[src/rtl/pmem_load_ctrl.sv]
// Program memory load controller. The 32-word program memory is shared
// between instruction fetch and a byte-serial loader. In RUN the memory
// address follows the fetch counter. A load request holds the core, packs
// incoming bytes MSB-first into 32-bit words and writes them to consecutive
// addresses starting at 0. The core is then released so fetch restarts at 0.
module pmem_load_ctrl #(
    parameter int ADDR_W  = 5,
    parameter int TIMEOUT = 50000
) (
    input  logic              CLK,
    input  logic              RST,
    input  logic              LOAD_REQ,
    input  logic [ADDR_W:0]   WORD_COUNT,
    input  logic [7:0]        BYTE_IN,
    input  logic              BYTE_VALID,
    output logic              BYTE_READY,
    input  logic [ADDR_W-1:0] FETCH_ADDR,
    output logic [ADDR_W-1:0] MEM_ADDR,
    output logic [31:0]       MEM_DATA,
    output logic              MEM_WRITE,
    output logic              CORE_HOLD,
    output logic              LOAD_DONE,
    output logic              LOAD_ERR
);

    // Depth 2^ADDR_W needs the extra count bit, so it is built as 1 followed by zeros.
    localparam logic [ADDR_W:0] DEPTH   = {1'b1, {ADDR_W{1'b0}}};
    localparam int              TO_W    = $clog2(TIMEOUT);
    localparam logic [TO_W-1:0] TO_LAST = TO_W'(TIMEOUT - 1);

    typedef enum logic [1:0] {
        S_RUN   = 2'd0,
        S_RECV  = 2'd1,
        S_WRITE = 2'd2,
        S_DONE  = 2'd3
    } state_t;

    state_t            state;
    state_t            state_nxt;
    logic [ADDR_W:0]   count;
    logic [ADDR_W-1:0] load_addr;
    logic [1:0]        byte_idx;
    logic [TO_W-1:0]   to_cnt;
    logic [31:0]       word;
    logic              err_q;

    logic req_ok;
    logic accept;
    logic last_byte;
    logic timed_out;
    logic last_word;

    assign req_ok    = (WORD_COUNT != '0) && (WORD_COUNT <= DEPTH);
    assign accept    = (state == S_RECV) && BYTE_VALID;
    assign last_byte = (byte_idx == 2'd3);
    // Abort on the first idle edge after the counter has already reached its last value.
    assign timed_out = (state == S_RECV) && !BYTE_VALID && (to_cnt == TO_LAST);
    // Compare in ADDR_W+1 bits so a full-depth load ends at the top address without wrapping.
    assign last_word = ({1'b0, load_addr} == (count - 1'b1));

    // Outputs are decoded from the state register only; READY never depends on VALID.
    assign BYTE_READY = (state == S_RECV);
    assign MEM_WRITE  = (state == S_WRITE);
    assign CORE_HOLD  = (state != S_RUN);
    assign LOAD_DONE  = (state == S_DONE);
    assign LOAD_ERR   = err_q;
    assign MEM_DATA   = word;

    // Fetch owns the memory address in RUN; the loader owns it otherwise.
    always_comb begin
        MEM_ADDR = load_addr;
        if (state == S_RUN) MEM_ADDR = FETCH_ADDR;
    end

    // State register.
    always_ff @(posedge CLK) begin
        if (RST) state <= S_RUN;
        else     state <= state_nxt;
    end

    // Next-state logic.
    always_comb begin
        state_nxt = state;
        case (state)
            S_RUN:   if (LOAD_REQ && req_ok) state_nxt = S_RECV;
            S_RECV: begin
                if (accept && last_byte) state_nxt = S_WRITE;
                else if (timed_out)      state_nxt = S_RUN;
            end
            S_WRITE: state_nxt = last_word ? S_DONE : S_RECV;
            S_DONE:  state_nxt = S_RUN;
            default: state_nxt = S_RUN;
        endcase
    end

    // Load datapath: count latch, word assembly, byte index, address and idle timer.
    always_ff @(posedge CLK) begin
        if (RST) begin
            count     <= '0;
            load_addr <= '0;
            byte_idx  <= '0;
            to_cnt    <= '0;
            word      <= '0;
            err_q     <= 1'b0;
        end else begin
            err_q <= ((state == S_RUN) && LOAD_REQ && !req_ok) || timed_out;
            case (state)
                S_RUN: begin
                    if (LOAD_REQ && req_ok) begin
                        count     <= WORD_COUNT;
                        load_addr <= '0;
                        byte_idx  <= '0;
                        to_cnt    <= '0;
                    end
                end
                S_RECV: begin
                    if (BYTE_VALID) begin
                        word     <= {word[23:0], BYTE_IN};
                        byte_idx <= byte_idx + 2'd1;
                        to_cnt   <= '0;
                    end else if (timed_out) begin
                        to_cnt <= '0;
                    end else begin
                        to_cnt <= to_cnt + 1'b1;
                    end
                end
                S_WRITE: begin
                    if (!last_word) load_addr <= load_addr + ADDR_W'(1);
                end
                default: ;
            endcase
        end
    end

endmodule

[config.mk]
export PLATFORM = sky130hd
export DESIGN_NAME = pmem_load_ctrl
export DESIGN_NICKNAME = d
export VERILOG_FILES = /design/src/rtl/pmem_load_ctrl.sv
export SDC_FILE = /design/constraint.sdc
export NUM_CORES = 1
export LEC_CHECK = 0
export CAP_MARGIN = 20
export CELL_PAD_IN_SITES_DETAIL_PLACEMENT = 1
export CELL_PAD_IN_SITES_GLOBAL_PLACEMENT = 1
export CORE_ASPECT_RATIO = 0.5
export CORE_MARGIN = 5
export CORE_UTILIZATION = 39
export CTS_CLUSTER_DIAMETER = 40
export DETAILED_ROUTE_END_ITERATION = 6
export GPL_ROUTABILITY_DRIVEN = 0
export PLACE_DENSITY = 0.93
export SYNTH_ARGS = -nofsm -noshare
export SYNTH_HDL_FRONTEND = slang
export SYNTH_SLANG_ARGS = --single-unit
[constraint.sdc]
create_clock -name CLK -period 4.5 [get_ports CLK]
set_input_delay 1.125 -clock CLK [delete_from_list [all_inputs] [get_ports CLK]]
set_output_delay 1.125 -clock CLK [all_outputs]
set_load 0.02 [all_outputs]
Yosys cells after proc, flatten, opt, wreduce, memory -nomap -nowiden
Cells that the tools add are included.
W data, S select, Z words.
{"block": "word_totals", "register_bits": 64, "latchBits": 0, "mem_bits_rw": 0, "rom_bits": 0, "inputBits": 23, "out_inout_bits": 42, "wordCells": 60, "memories": 0}
{"block": "op_classes", "n_addsub": 4, "multipliers": 0, "div": 0, "n_lt_le_gt_ge": 1, "n_eq_ne": 10, "n_shift": 0, "mux": 16, "n_bitwise": 0, "reduce_logical": 22}
{"operator": "$mux W16", "n": 3}
{"operator": "$pmux W16 S2", "n": 1}
{"operator": "$add A16 B1 Y16 const B", "n": 1}
{"operator": "$eq A16 B16 Y1 const B", "n": 1}
{"operator": "$mux W5", "n": 3}
{"operator": "$mux W2", "n": 6}
{"operator": "$pmux W5 S2", "n": 1}
{"operator": "$logic_and A1 B1 Y1", "n": 8}
{"operator": "$pmux W2 S4", "n": 1}
{"operator": "$reduce_and A2 Y1", "n": 4}
{"operator": "$eq A2 B2 Y1 const B", "n": 3}
{"operator": "$eq A5 B6 Y1", "n": 1}
{"operator": "$le A6 B6 Y1 const B", "n": 1}
{"operator": "$reduce_and A3 Y1", "n": 2}
{"operator": "$reduce_bool A2 Y1", "n": 3}
{"operator": "$reduce_bool A6 Y1", "n": 1}
{"operator": "$sub A6 B1 Y6 const B", "n": 1}
{"operator": "$add A5 B1 Y5 const B", "n": 1}
{"operator": "$ne A2 B2 Y1 const B", "n": 2}
{"operator": "$pmux W2 S2", "n": 1}
{"operator": "$ne A3 B1 Y1 const B", "n": 1}
{"operator": "$add A2 B1 Y2 const B", "n": 1}
{"operator": "$eq A2 B1 Y1 const B", "n": 1}
{"operator": "$logic_not A1 Y1", "n": 2}
{"operator": "3 further kinds", "n": 3}

Depth between registers and ports, before layout
Gate-level depths: netlist of the first run.
{"block": "logic_depth", "ltp_word": 6, "ltp_mapped": 8, "ltp_nobuf": 8}

Least setup slack after synthesis of the first run
Ideal clock, no wire load.
{"block": "synth_path", "kind": "input-to-reg", "start": "in WORD_COUNT[0]", "end": "reg load_addr[2]", "setup_time_ns": 0.079, "arrival_time_ns": 2.546, "required_time_ns": 4.421, "path_slack_ns": 1.875, "path_stages": 6, "path_buffers": 0, "cell_sequence": "or3_1 -> or3_1 -> and2_4 -> a31o_1 -> a21o_1 -> o211ai_1"}
{"block": "synth_between", "elab_chain_cells": 5, "word_cells_on_any_way": 6, "cone_classes": "order compare: 1; eq/ne: 1; reduce/logical: 4"}
{"element": "from (decl)", "line_no": "13", "rtl": "input logic [ADDR_W:0] WORD_COUNT,"}
{"element": "$le A6 B6 Y1 / $reduce_bool A6 Y1 (equally long branches)", "line_no": "53", "rtl": "assign req_ok = (WORD_COUNT != '0) && (WORD_COUNT <= DEPTH);"}
{"element": "$logic_and A1 B1 Y1 *", "line_no": "53"}
{"element": "$logic_and A1 B1 Y1 *", "line_no": "109", "rtl": "if (LOAD_REQ && req_ok) begin"}
{"element": "$ne A2 B1 Y1 (no source line) *"}
{"element": "$reduce_and A3 Y1 (no source line) *"}
{"element": "to (signal assigned)", "line_no": "128", "rtl": "if (!last_word) load_addr <= load_addr + ADDR_W'(1);"}
{"element": "to (decl)", "line_no": "41", "rtl": "logic [ADDR_W-1:0] load_addr;"}
Every way passes the cells marked *; elsewhere a longest branch is shown, timed or not.
A chain may end at the register's enable or synchronous reset.

Worst setup path after layout of the first run
{"block": "layout_path", "start": "in FETCH_ADDR[4]", "end": "out MEM_ADDR[4]"}
{"block": "layout_between", "elab_chain_cells": 1}
{"element": "from (decl)", "line_no": "17", "rtl": "input logic [ADDR_W-1:0] FETCH_ADDR,"}
{"element": "$mux W5", "line_no": "72", "rtl": "if (state == S_RUN) MEM_ADDR = FETCH_ADDR;"}
{"element": "to (decl)", "line_no": "18", "rtl": "output logic [ADDR_W-1:0] MEM_ADDR,"}
No other way between the ends.

==> run summary, run 1 <==
## Status
• finished, final reports clean — outcome

## Flow run
• 0 — Max Cap Violations

## Setup path
• 2.38 ns — endpoint arrival time on the critical path
• 2 — Critical path buffers and inverters
• 7 — reg2reg path depth
• sky130_fd_sc_hd__clkdlybuf4s50_1 — Worst path most repeated cell
• 4 — CP Depth
• clkdlybuf4s50_1 > nand2_1 > o21ai_0 > clkdlybuf4s50_1 — worst path cell trace
• in2out — start-to-end type of the worst setup path
• buffers and inverters — CP delay by family, top
• sky130_fd_sc_hd__clkdlybuf4s50_1 — slowest library cell on the worst path
• output pin — endpoint kind of the worst setup timing path
• 3.38 ns — worst endpoint required time
• 1 — largest fanout on the critical path
• 0.64 ns — biggest cell delay along the critical path
• input port — CP startpoint kind

## Timing
• 0 — total count of max-transition violations in the final report
• 0.8655 ns — slew at the pin closest to its max-slew limit
• 77.90% — crit share post-route
• 42.09% — worst rel slew slack
• 0 ns — Total Negative Setup Slacks
• 3.505 ns — final worst path period need
• 0.9947 ns — Final Worst Setup Slack
• 0 — final hold violations
• 0 — count of final setup violators
• 285.3 MHz — timing-limited maximum frequency
• 0.007335 ns — clk_skew
• no — unrepaired setup endpoints after global routing

## Synth
• 2884 µm² — Post-Syn Area
• 395 — nets in the synthesized netlist
• 44.43% — top cell type's share of synthesized area
• sky130_fd_sc_hd__dfxtp_1 — top_reg_cell synth
• 368 — number of instances in the synthesized netlist
• 44.43% — register area share after synthesis
• sky130_fd_sc_hd__dfxtp_1 — top cell type by total area after synthesis
• 0 — warnings from Yosys
• 43 — number of distinct standard cells referenced by the synthesized netlist
• 64 — #FFs+latches synth
• 7.837 µm² — Mapped Avg Cell Area
• 0% — async set or reset register ratio after synthesis
• sky130_fd_sc_hd__dfxtp_1 44%, sky130_fd_sc_hd__nand2_1 11%, sky130_fd_sc_hd__a21oi_1 9.5% — cells taking the most area after synthesis
• 0 — number of enable flip-flop cells after synthesis

## Clocking
• 0 — post-CTS setup repair buffer count
• 0.05 ns — Worst-path clk slew
• 0 — number of buffers inserted for hold repair after clock tree synthesis
• sky130_fd_sc_hd__clkbuf_16 — cell at the root of the clock tree
• 9 — number of CTS-inserted buffers
• 64 — Sinks on Clock Net
• 2 — maximum count of clock buffers along a single path
• 3 — # H-tree levels
• 0 — cells resized by post-CTS repair
• yes — CTS tree
• 0.33 ns — Clock Latency Late Sink

## Placement
• 64 — Buffers on Ports
• 1.010 ns — post-placement setup slack
• 5806 µm — DP HPWL
• 512 — Cells after DPL

## Pwr
• 1.409 mW — overall power
• 49.8% — clock power share
• 1.088 mW — cell internal power dissipation
• 1.394 nW — static leakage power
• 8.8% — part of the total power dissipated in combinational logic
• 0.3212 mW — Net Switching
• 22.80% — switching share of power
• 41.3% — sequential group share of total power
• 360.1 nW/µm² — power density normalized to cell area
• 0.1975 mV — maximum VDD drop

## Global route
• 0 — overall overflow remaining after global route
• 0 — number of antenna violations at the first check in global routing
• 63 — maximum number of pins on one net before global-route repair
• 2970 — via count of the first global-routing pass
• 15080 µm — first-pass GRT wire length
• 19.88% — Total Routing Usage GR

## Floorplan
• 131.6 µm — die outline width
• 70.81 µm — die height
• 7267 µm² — core region area
• 65 — Boundary Pins
• 39.69% — effective utilization at floorplan
• 22 — Std-Cell Rows
• 9319 µm² — area of the die

## Route
• 2879 — via count
• 210 — number of design-rule violations left by the first detailed-router iteration
• 9395 µm — DRT Wirelength
• 0 — DRC violations left
• 0 — post-route ant nets
• 17.76 µm — DR WL/cell
• 5.442 — routed vias/inst
• 4 — first drt pass iteration count

## Finish
• 53.84% — utilization of the core after routing
• 35.66% — synthesis-to-layout area growth
• 0 — ANT cells
• 6.467% — fraction of layout cells with a size suffix above 1
• 529 — final std cells w/o fill
• 455 — number of nets in the finished design

## Hold path
• 2 — number of instances on the worst hold path
• reg2reg — worst hold path type

==> worst paths after layout <==
path / slack (ns) / to / startpoint
worst max-delay path: 0.99 / MEM_ADDR[4] / FETCH_ADDR[4]
worst min register to register: 0.46 / MEM_DATA[30] / MEM_DATA[30]
worst max register to register: 1.87 / to_cnt[15] / to_cnt[0]
worst min-delay path: 0.46 / MEM_DATA[30] / MEM_DATA[30]
==> worst reg2reg max path, delay by kind of cell (launching register included) <==
| kind | cells | cell delay, ns |
|---|---|---|
| flops | 1 | 0.39 |
| fa+ha+maj | 1 | 0.26 |
| simple gates | 3 | 1.32 |
| compound gates | 3 | 0.52 |
==> final cells by class <==
type	instances	area, µm²
inverter	8	30.03
clock buffer	13	260.3
multi-input combinational	278	1503
timing repair buffer	67	678.2
sequential	64	1281
clock inverter	3	40.04
fill	888	3354
tap	96	120.1
==> registers in the layout (all words and copies together) (netlist names) <==
signal and flops:
load_addr 5, count 6, MEM_DATA 32, state 2, to_cnt 16, byte_idx 2
LOAD_ERR 1
==> metal layers <==
metal | share of wire (%) | up-vias | track usage (%)
li1 | - | 1392 | -
met1 | 43 | 1391 | 22.57
met2 | 50 | 76 | 35.22
met3 | 4.6 | 20 | 6.463
met4 | 2.3 | 0 | 7.640
met5 | 0 | - | 0
==> cells in the final DEF (no fill, tap or decap), types with 2 or more instances in the layout <==
master,synthesis,final
sky130_fd_sc_hd__mux2_2,2,2
sky130_fd_sc_hd__and2_1,3,3
sky130_fd_sc_hd__clkdlybuf4s50_1,0,63
sky130_fd_sc_hd__or3_1,10,10
sky130_fd_sc_hd__nand2_1,85,85
sky130_fd_sc_hd__a21oi_1,55,55
sky130_fd_sc_hd__nor3_1,3,3
sky130_fd_sc_hd__o21ai_0,19,19
sky130_fd_sc_hd__buf_4,0,2
sky130_fd_sc_hd__inv_1,8,8
sky130_fd_sc_hd__nor4bb_1,2,2
sky130_fd_sc_hd__nand2b_1,2,2
sky130_fd_sc_hd__xnor2_1,5,5
sky130_fd_sc_hd__mux2i_1,8,8
sky130_fd_sc_hd__and3_1,9,9
sky130_fd_sc_hd__nand4b_1,3,3
sky130_fd_sc_hd__nor2_1,25,25
sky130_fd_sc_hd__nand3_1,11,11
sky130_fd_sc_hd__nor4_1,2,2
sky130_fd_sc_hd__clkinv_2,0,2
sky130_fd_sc_hd__or4_1,3,3
sky130_fd_sc_hd__a31oi_1,2,2
sky130_fd_sc_hd__or2_2,2,2
sky130_fd_sc_hd__clkbuf_16,0,9
sky130_fd_sc_hd__a21o_1,2,2
sky130_fd_sc_hd__clkbuf_8,0,2
sky130_fd_sc_hd__clkbuf_1,16,2
sky130_fd_sc_hd__o211ai_1,3,3
sky130_fd_sc_hd__dfxtp_1,64,64
sky130_fd_sc_hd__nand4_1,2,2
sky130_fd_sc_hd__ha_1,4,4
==> metrics by stage <==
| step | cell area [µm²] | hold slack, ns |
|---|---|---|
| floorplan | 2884 | 0.4516 |
| global placement | 3585 | 0.4451 |
| detailed placement | 3585 | 0.4540 |
| CTS | 3885 | 0.4611 |
| global route | 3913 | 0.4817 |
| finish | 3913 | 0.4589 |
==> kinds of logic after synthesis <==
| logic type | synth area share [%] |
|---|---|
| xor gates and xnor gates | 1.822 |
| buffers and inverters | 3.471 |
| AOI/OAI and AO/OA | 16.44 |
| DFF | 44.43 |
| muxes | 3.558 |
| adders and majority gates | 1.735 |
| and+or+nand+nor | 28.55 |
==> synthesized netlist by cell type, types with 2 or more instances <==
master / n
sky130_fd_sc_hd__or2_2: 2
sky130_fd_sc_hd__nand2b_1: 2
sky130_fd_sc_hd__or3_1: 10
sky130_fd_sc_hd__xnor2_1: 5
sky130_fd_sc_hd__ha_1: 4
sky130_fd_sc_hd__mux2i_1: 8
sky130_fd_sc_hd__dfxtp_1: 64
sky130_fd_sc_hd__nor3_1: 3
sky130_fd_sc_hd__a31oi_1: 2
sky130_fd_sc_hd__nand2_1: 85
sky130_fd_sc_hd__nand4_1: 2
sky130_fd_sc_hd__a21o_1: 2
sky130_fd_sc_hd__a21oi_1: 55
sky130_fd_sc_hd__nand4b_1: 3
sky130_fd_sc_hd__or4_1: 3
sky130_fd_sc_hd__mux2_2: 2
sky130_fd_sc_hd__nor4bb_1: 2
sky130_fd_sc_hd__nor4_1: 2
sky130_fd_sc_hd__nand3_1: 11
sky130_fd_sc_hd__clkbuf_1: 16
sky130_fd_sc_hd__and2_1: 3
sky130_fd_sc_hd__nor2_1: 25
sky130_fd_sc_hd__and3_1: 9
sky130_fd_sc_hd__o211ai_1: 3
sky130_fd_sc_hd__buf_2: 2
sky130_fd_sc_hd__inv_1: 8
sky130_fd_sc_hd__o21ai_0: 19
==> power groups by stage <==
stage | sequential (mW) | clock, mW | combinational [mW]
6_report | 0.582 | 0.702 | 0.125
5_1_grt | 0.583 | 0.741 | 0.136
4_1_cts | 0.582 | 0.716 | 0.121
3_5_place_dp | 0.594 | 0 | 0.120
3_3_place_gp | 0.593 | 0 | 0.117
2_1_floorplan | 0.596 | 0 | 0.0658
Power figures use the tool's default switching activity.
==> run 2: changes to the inputs <==
- CORE_UTILIZATION: 39 -> 36
- PLACE_DENSITY: 0.93 -> 0.88
- clock period: 4.5 -> 3.3 ns (I/O delays scaled with it)
==> run summary, run 2 (synthesized netlist as in run 1, its figures left out) <==
## Pwr
• 497.3 nW/µm² — power density normalized to cell area
• 39.9% — sequential group share of total power
• 1.525 mW — cell internal power dissipation
• 0.2579 mV — maximum VDD drop
• 1.428 nW — static leakage power
• 51.4% — clock power share
• 23.32% — switching share of power
• 0.4635 mW — Net Switching
• 8.7% — part of the total power dissipated in combinational logic

## Route
• 15.72 µm — DR WL/cell
• 2895 — via count
• 4 — first drt pass iteration count
• 0 — post-route ant nets
• 8676 µm — DRT Wirelength
• 5.245 — routed vias/inst
• 0 — DRC violations left
• 91 — number of design-rule violations left by the first detailed-router iteration

## Clocking
• 0 — post-CTS setup repair buffer count
• sky130_fd_sc_hd__clkbuf_16 — cell at the root of the clock tree
• yes — CTS tree
• 64 — Sinks on Clock Net
• 0 — number of buffers inserted for hold repair after clock tree synthesis
• 0 — cells resized by post-CTS repair
• 3 — # H-tree levels
• 2 — maximum count of clock buffers along a single path
• 0.06 ns — Worst-path clk slew
• 0.33 ns — Clock Latency Late Sink
• 9 — number of CTS-inserted buffers

## Setup path
• sky130_fd_sc_hd__clkdlybuf4s50_1 — Worst path most repeated cell
• 2.47 ns — worst endpoint required time
• clkdlybuf4s50_1 > mux2_2 > clkdlybuf4s50_1 — worst path cell trace
• buffers and inverters — CP delay by family, top
• 0.54 ns — biggest cell delay along the critical path
• 1 — largest fanout on the critical path
• output pin — endpoint kind of the worst setup timing path
• 2.04 ns — endpoint arrival time on the critical path
• in2out — start-to-end type of the worst setup path
• 1.02 ns — worst reg2reg setup slack
• input port — CP startpoint kind
• 2 — Critical path buffers and inverters
• load_addr[2] — capture point of the worst reg-to-reg path
• 3 — CP Depth
• count[0] — launching point of the worst reg2reg path
• 7 — reg2reg path depth
• sky130_fd_sc_hd__clkdlybuf4s50_1 — slowest library cell on the worst path

## Global route
• 2946 — via count of the first global-routing pass
• 46 — maximum number of pins on one net before global-route repair
• 14330 µm — first-pass GRT wire length
• 0 — number of antenna violations at the first check in global routing
• 18.14% — Total Routing Usage GR
• 0 — overall overflow remaining after global route

## Floorplan
• 73.29 µm — die height
• 136.6 µm — die outline width
• 65 — Boundary Pins
• 23 — Std-Cell Rows
• 10010 µm² — area of the die
• 36.44% — effective utilization at floorplan
• 7914 µm² — core region area

## Timing
• 0 — total count of max-transition violations in the final report
• 0.6680 ns — slew at the pin closest to its max-slew limit
• 55.36% — worst rel slew slack
• 0 — final hold violations
• no — unrepaired setup endpoints after global routing
• 0 ns — Total Negative Setup Slacks
• 348.7 MHz — timing-limited maximum frequency
• 0.006850 ns — clk_skew
• 2.868 ns — final worst path period need
• 86.90% — crit share post-route
• 0 — count of final setup violators

## Finish
• 32 — flip-flop count of the largest register after layout
• 552 — final std cells w/o fill
• 954 — fillcell total
• 8.409% — fraction of layout cells with a size suffix above 1
• 85 x sky130_fd_sc_hd__nand2_1, 64 x sky130_fd_sc_hd__dfxtp_1, 63 x sky130_fd_sc_hd__clkdlybuf4s50_1, 55 x sky130_fd_sc_hd__a21oi_1, 25 x sky130_fd_sc_hd__nor2_1 — highest-count cells in the layout ignoring fill and taps
• 0 — ANT cells
• sky130_fd_sc_hd__nand2_1 — most frequent standard cell in the layout excluding fill and tap cells
• 38.61% — synthesis-to-layout area growth
• 462 — number of nets in the finished design

## Placement
• 536 — Cells after DPL
• 5852 µm — DP HPWL
• 64 — Buffers on Ports

## Hold path
• 2 — number of instances on the worst hold path
• MEM_DATA[27] — Worst Hold Endpoint
• MEM_DATA[27] — start point of the worst hold path
• reg2reg — worst hold path type

## Flow run
• 0 — Max Cap Violations

## Status
• finished, final reports clean — outcome

## run 2: routing by layer
| metal | track usage (%) | routed length, µm | vias up |
|---|---|---|---|
| met1 | 21.35 | 3777 | 1398 |
| met2 | 31.24 | 4267 | 67 |
| li1 | - | - | 1414 |
| met4 | 5.922 | 151 | 0 |
| met5 | 0 | 0 | - |
| met3 | 6.430 | 479 | 16 |
## run 2: worst min-delay path: cells and delay by family (launching register included)
family / cells / cell delay (ns)
compound gates: 1 / 0.05
flops: 1 / 0.31
simple gates: 1 / 0.05
## run 2: worst max-delay path by stage
stage                   from  slack, ns            to
2_1_floorplan  WORD_COUNT[0]       0.98  load_addr[2]
6_report       FETCH_ADDR[0]       0.43   MEM_ADDR[0]
3_3_place_gp   WORD_COUNT[0]       0.42     to_cnt[8]
5_1_grt             state[1]       0.33   MEM_ADDR[0]
4_1_cts             state[1]       0.43   MEM_ADDR[0]
3_5_place_dp   WORD_COUNT[0]       0.37     to_cnt[7]
## run 2: stage by stage
stage | setup WS, ns | hold slack, ns | util [%] | power, mW | instance area, µm²
detailed placement | 0.3678 | 0.4537 | 46.47 | 0.9819 | 3677
global route | 0.3251 | 0.4895 | 50.51 | 2.068 | 3998
floorplan | 0.9751 | 0.4516 | - | 0.9022 | 2884
CTS | 0.4252 | 0.4615 | 50.51 | 2.007 | 3998
global placement | 0.4194 | 0.4408 | 46.47 | 0.9778 | 3677
finish | 0.4322 | 0.4574 | 50.51 | 1.988 | 3998
## run 2: power by group through the flow
stage | Sequential [mW] | Combinational (mW) | Clock, mW
finish | 0.793 | 0.174 | 1.02
detailed placement | 0.810 | 0.172 | 0
global route | 0.794 | 0.188 | 1.09
CTS | 0.793 | 0.174 | 1.04
floorplan | 0.812 | 0.0898 | 0
global placement | 0.809 | 0.169 | 0
## run 2: cell type report
class	instances	area (µm²)	share of cell area [%]
inverter	8	30.03	0.7512
multi-input combinational	278	1503	37.59
clock buffer	9	225.2	5.634
clock inverter	7	95.09	2.379
tap	112	140.1	3.505
timing repair buffer	74	723.2	18.09
sequential	64	1281	32.05
